### src/rtl/red_seq_pkg.sv
// rtl/red_seq_pkg.sv - shared constants and types for the reduction sequencer
package red_seq_pkg;

    typedef enum logic [1:0] {
        ST_IDLE = 2'd0,
        ST_RUN  = 2'd1,
        ST_DONE = 2'd2
    } state_t;

    // Accumulator / result width
    localparam int RED_W    = 16;

    // Per-beat reduction value: signed 7-bit, bounded to [-64, 63]
    localparam int BEAT_W   = 7;
    localparam int BEAT_MIN = -64;
    localparam int BEAT_MAX = 63;

    // Sign-extend one reduction value to accumulator width
    function automatic logic [RED_W-1:0] sext_beat(input logic [BEAT_W-1:0] v);
        return {{(RED_W-BEAT_W){v[BEAT_W-1]}}, v};
    endfunction

endpackage

### src/rtl/red_seq_red.sv
// rtl/red_seq_red.sv - reduction tree: nibble sum minus 16 per carry bit
module red
    import red_seq_pkg::*;
(
    input  logic [15:0]       i_psum,
    input  logic [3:0]        i_carry,
    output logic [BEAT_W-1:0] o_red
);

    logic [5:0] w_nib_sum;
    logic [2:0] w_carry_cnt;

    // Four unsigned 4-bit partial sums fold to at most 60
    assign w_nib_sum = {2'b00, i_psum[3:0]}   + {2'b00, i_psum[7:4]} +
                       {2'b00, i_psum[11:8]}  + {2'b00, i_psum[15:12]};

    // Each carry-out bit weighs -16, so four carries give -64
    assign w_carry_cnt = {2'b00, i_carry[0]} + {2'b00, i_carry[1]} +
                         {2'b00, i_carry[2]} + {2'b00, i_carry[3]};

    // Difference is in [-64, 60]; 7-bit two's complement is exact
    assign o_red = {1'b0, w_nib_sum} - {w_carry_cnt, 4'b0000};

endmodule

### src/rtl/red_seq.sv
// rtl/red_seq.sv - burst sequencer accumulating reduction-tree results
module red_seq
    import red_seq_pkg::*;
#(
    // Must stay <= 511 so that 64 * MAX_BEATS cannot wrap the accumulator
    parameter int MAX_BEATS = 8,
    parameter int CNT_W     = $clog2(MAX_BEATS + 1)
) (
    input  logic              i_clk,
    input  logic              i_rst,
    input  logic              i_start,
    input  logic [CNT_W-1:0]  i_len,
    input  logic              i_abort,
    input  logic              i_in_valid,
    input  logic [15:0]       i_psum,
    input  logic [3:0]        i_carry,
    output logic              o_in_ready,
    output logic              o_busy,
    output logic              o_done,
    output logic [RED_W-1:0]  o_acc,
    output logic [CNT_W-1:0]  o_beats_left
);

    localparam logic [CNT_W-1:0] MAX_LEN = CNT_W'(MAX_BEATS);

    state_t             r_state;
    logic [CNT_W-1:0]   r_count;
    logic [RED_W-1:0]   r_acc;
    logic               r_in_ready;
    logic               r_busy;
    logic               r_done;

    logic [BEAT_W-1:0]  w_red;
    logic [RED_W-1:0]   w_acc_next;
    logic [CNT_W-1:0]   w_len_clamped;

    red u_red (
        .i_psum  (i_psum),
        .i_carry (i_carry),
        .o_red   (w_red)
    );

    assign w_len_clamped = (i_len > MAX_LEN) ? MAX_LEN : i_len;
    assign w_acc_next    = r_acc + sext_beat(w_red);

    // Control FSM with counter, accumulator and registered handshake outputs
    always_ff @(posedge i_clk or posedge i_rst) begin
        if (i_rst) begin
            r_state    <= ST_IDLE;
            r_count    <= '0;
            r_acc      <= '0;
            r_in_ready <= 1'b0;
            r_busy     <= 1'b0;
            r_done     <= 1'b0;
        end else if (i_abort) begin
            // Flush drops the burst but leaves the partial sum visible
            r_state    <= ST_IDLE;
            r_count    <= '0;
            r_in_ready <= 1'b0;
            r_busy     <= 1'b0;
            r_done     <= 1'b0;
        end else begin
            case (r_state)
                ST_RUN: begin
                    if (i_in_valid) begin
                        r_acc   <= w_acc_next;
                        r_count <= r_count - CNT_W'(1);
                        if (r_count == CNT_W'(1)) begin
                            r_state    <= ST_DONE;
                            r_in_ready <= 1'b0;
                            r_busy     <= 1'b0;
                            r_done     <= 1'b1;
                        end
                    end
                end
                default: begin
                    // IDLE and DONE both accept a new burst; DONE lasts one cycle
                    r_done <= 1'b0;
                    if (i_start) begin
                        r_acc <= '0;
                        if (w_len_clamped != '0) begin
                            r_state    <= ST_RUN;
                            r_count    <= w_len_clamped;
                            r_in_ready <= 1'b1;
                            r_busy     <= 1'b1;
                        end else begin
                            r_state <= ST_DONE;
                            r_count <= '0;
                            r_done  <= 1'b1;
                        end
                    end else begin
                        r_state <= ST_IDLE;
                    end
                end
            endcase
        end
    end

    assign o_in_ready   = r_in_ready;
    assign o_busy       = r_busy;
    assign o_done       = r_done;
    assign o_acc        = r_acc;
    assign o_beats_left = r_count;

    // Every accepted beat must lie in the documented reduction range
    a_beat_range: assert property (@(posedge i_clk) disable iff (i_rst)
        (r_state == ST_RUN && i_in_valid) |->
        (int'($signed(w_red)) >= BEAT_MIN && int'($signed(w_red)) <= BEAT_MAX));

    // The unused encoding is never reached
    a_state_legal: assert property (@(posedge i_clk) disable iff (i_rst)
        r_state != state_t'(2'd3));

endmodule

### config.mk
export PLATFORM = sky130hd
export DESIGN_NAME = red_seq
export DESIGN_NICKNAME = d
export VERILOG_FILES = /design/src/rtl/red_seq_pkg.sv /design/src/rtl/red_seq_red.sv /design/src/rtl/red_seq.sv
export SDC_FILE = /design/constraint.sdc
export NUM_CORES = 1
export LEC_CHECK = 0
export ABC_AREA = 1
export BUFFER_PORTS_ARGS = -buffer_cell sky130_fd_sc_hd__buf_4
export CAP_MARGIN = 15
export CORE_MARGIN = 2
export CORE_UTILIZATION = 39
export CTS_CLUSTER_DIAMETER = 60
export DETAILED_ROUTE_END_ITERATION = 7
export GPL_TIMING_DRIVEN = 0
export SYNTH_ARGS = -nofsm -noshare
export SYNTH_HDL_FRONTEND = slang
export SYNTH_SLANG_ARGS = --single-unit
### constraint.sdc
create_clock -name i_clk -period 1.9 [get_ports i_clk]
set_input_delay 0.19 -clock i_clk [delete_from_list [all_inputs] [get_ports i_clk]]
set_output_delay 0.19 -clock i_clk [all_outputs]
set_load 0.05 [all_outputs]
==> impl_metrics.json <==
{
  "run_status": "finished, violations left",
  "violations": "setup timing",
  "pwr-share-comb_pct": 76.7,
  "place_congestion": 0.937,
  "fin_hold_ws_ps": 113,
  "num_io_pins": 52,
  "worst_pin_slew_ps": 911,
  "hold_buffers": 0,
  "syn_area_sq_um": 2470,
  "cp-start-kind": "input port",
  "path_clk_slew_ps": 90,
  "vias_per_cell": 4.70,
  "fin_crit_sh_pct": 205,
  "dieArea_sq_um": 6980,
  "crit_start": "i_psum[0]",
  "netlist_instances": 364,
  "reg2reg_slack_ps": -30,
  "critical_path.max_fanout": 5,
  "postSynth.asyncResetShare_pct": 100,
  "wl_per_cell_um": 12.2,
  "grt_max_degree": 24,
  "synthFlopType": "dfrtp_1",
  "sw_frac_of_total_pct": 48.2,
  "drc": 0,
  "dp_cells": 490,
  "hold_violations": 0,
  "syn2layout_area_growth_pct": 46.2,
  "switchingPower_mw": 1.99,
  "fin_ws_ps": -1990,
  "multi_input_area_sq_um": 2020,
  "drt-initial-drc-count": 85,
  "synth_nets": 431,
  "p_leak_nw": 1.94,
  "grt_pass1_vias": 2374,
  "regArea_sq_um": 576,
  "ys_seq_area_share_pct": 23.3,
  "power_frac_clock_pct": 7.9,
  "num_vias": 2381,
  "place_ws_ps": -2470,
  "power.internal_mw": 2.13,
  "cp.required_ps": 2070,
  "crit-reg2reg-launch": "o_acc[0]",
  "hpwl_mm": 4.58,
  "synth_edf_count": 0,
  "port_buffers": 51,
  "htreeDepth": 1,
  "yosys.cell_count.top_type": "nand2_1",
  "hold_path.class": "in2async",
  "numCtsBuffers": 3,
  "slew_violations": 0,
  "finalCriticalPeriod_ps": 3890,
  "clockRootBuffer": "clkbuf_8",
  "die_w_um": 83.6,
  "first_pass_iters": 4,
  "max_freq_mhz": 257,
  "synth_top_area_cell": "dfrtp_1",
  "rsz0062_at_grt": "true",
  "core_sq_um": 6030,
  "clock_latency_ps": 270,
  "num_rows": 28,
  "ys_warn_count": 0,
  "arrival_ps": 4060,
  "layout-drive-gt1-share_pct": 39.1,
  "ys_top_cells_by_area": "dfrtp_1 (23%), nand2_1 (18%), ha_1 (15%)",
  "nFillCells": 567,
  "seq_power_share_pct": 15.3,
  "grt_pass1_wl_mm": 10.6,
  "setup_viol": 15,
  "synth_commonest_cells": "nand2_1 (118), inv_1 (78), ha_1 (29)",
  "cts_max_path_buffers": 2,
  "die_h_um": 83.6,
  "critPathCaptureType": "flip-flop",
  "powerDensity_nw_per_um2": 1140,
  "synth_top_cell_area_share_pct": 23.3,
  "avgSynthCellArea_sq_um": 6.78,
  "skew_ps": 3.99,
  "antenna_found_initial": 0,
  "drtAntennaViolNets": 0,
  "cts_tree": "yes",
  "track_usage_pct": 18.1,
  "final_nets": 500,
  "yosysUniqueCellTypes": 28,
  "ys_ff_latch": 23,
  "start_util_pct": 41.0,
  "max_cap_viol_count": 0,
  "overflow": 0,
  "crit_type": "in2reg",
  "instances_no_fill": 507,
  "max-vdd-ir-drop_uv": 711,
  "drt-total-wl_mm": 6.16,
  "diodes": 0,
  "clock_sinks": 23,
  "max_slew_margin_pct": 39.2
}
path summary, 6_finish.rpt:
check                              to  depth (start not counted)
setup / recovery            o_acc[15]                         20
hold / removal             r_state[0]                          2
setup reg to reg            o_acc[12]                         11
hold reg to reg             o_acc[15]                          2
max in group asynchronous    o_acc[2]                          2
min in group i_clk         r_state[1]                          3
registers in the layout (all words and copies together) (netlist names):
signal / cells
o_busy: 1
o_acc: 16
r_state: 2
o_beats_left: 4
cell usage in the layout (no fill, tap or decap), types with 3 or more instances in the layout:
cell type	n
nor2_1	11
inv_2	15
clkbuf_8	3
o21ai_0	8
buf_6	11
fa_2	3
nand4_1	3
ha_4	17
inv_1	65
a21oi_2	10
ha_1	10
nand3_2	6
nand3_1	22
nor2_2	4
fa_1	6
buf_4	54
nand2_4	4
a21oi_1	6
nand2_1	93
nand2_2	24
nor3_2	3
o21ai_1	3
dfrtp_1	23
logic make-up after synthesis:
group / after synthesis / share of synthesized area [%]
fa+ha+maj: 38 / 22.0
xor+xnor: 7 / 2.48
flops: 23 / 23.3
buf+inv: 83 / 13.4
simple gates: 176 / 30.5
compound gates: 37 / 8.36
timing repair:
action | 4_1_cts | 5_1_grt
gates cloned | 0 | 1
setup buffers | 12 | 3
pin swaps | 23 | 39
resized for setup | 40 | 40
setup endpoints to repair | 15 | 15
through the flow:
stage / utilization (%) / total power, mW / cell area (sq um) / TNS, ps
2_1_floorplan: - / 2.41 / 2630 / -22590
3_3_place_gp: 51.6 / 2.87 / 3110 / -28000
3_5_place_dp: 51.6 / 2.89 / 3110 / -28290
4_1_cts: 57.6 / 3.90 / 3470 / -22180
5_1_grt: 59.9 / 4.50 / 3610 / -24460
6_report: 59.9 / 4.12 / 3610 / -22500
layout make-up:
class / count / share of cell area (%)
buffer: 3 / 0.832
clock buffer: 3 / 1.14
clock inverter: 1 / 0.139
inverter: 80 / 8.32
multi-input combinational: 258 / 55.9
sequential: 23 / 16.0
tap: 75 / 2.60
timing repair buffer: 64 / 15.1
critical path, cell delays in order:
cell       delay, ps
buf_6            100
ha_4             150
fa_2             520
fa_1             440
ha_4             180
fa_2             370
a21oi_1          140
o21bai_1         130
fa_2             450
xnor2_4          250
clkbuf_16        210
ha_4             220
nand2_2          100
inv_1             70
nand2_1           80
nand2_1           80
a21oi_2          150
nand3_1           90
nand3_1           80
nand2_1           50
routing by layer:
| metal | routed length, um | global-route usage, % |
|---|---|---|
| met1 | 2860 | 23.2 |
| met2 | 3020 | 32.4 |
| met3 | 204 | 3.07 |
| met4 | 78 | 2.64 |
| met5 | 0 | 0 |
power groups by stage:
stage          Sequential [mW]  Combinational, mW  Clock [mW]
3_3_place_gp             0.631               2.24           0
5_1_grt                  0.643               3.50       0.356
6_report                 0.632               3.16       0.327
4_1_cts                  0.632               2.93       0.337
3_5_place_dp             0.631               2.26           0
2_1_floorplan            0.840               1.57           0
No activity file was read; power rests on OpenSTA's default activity.
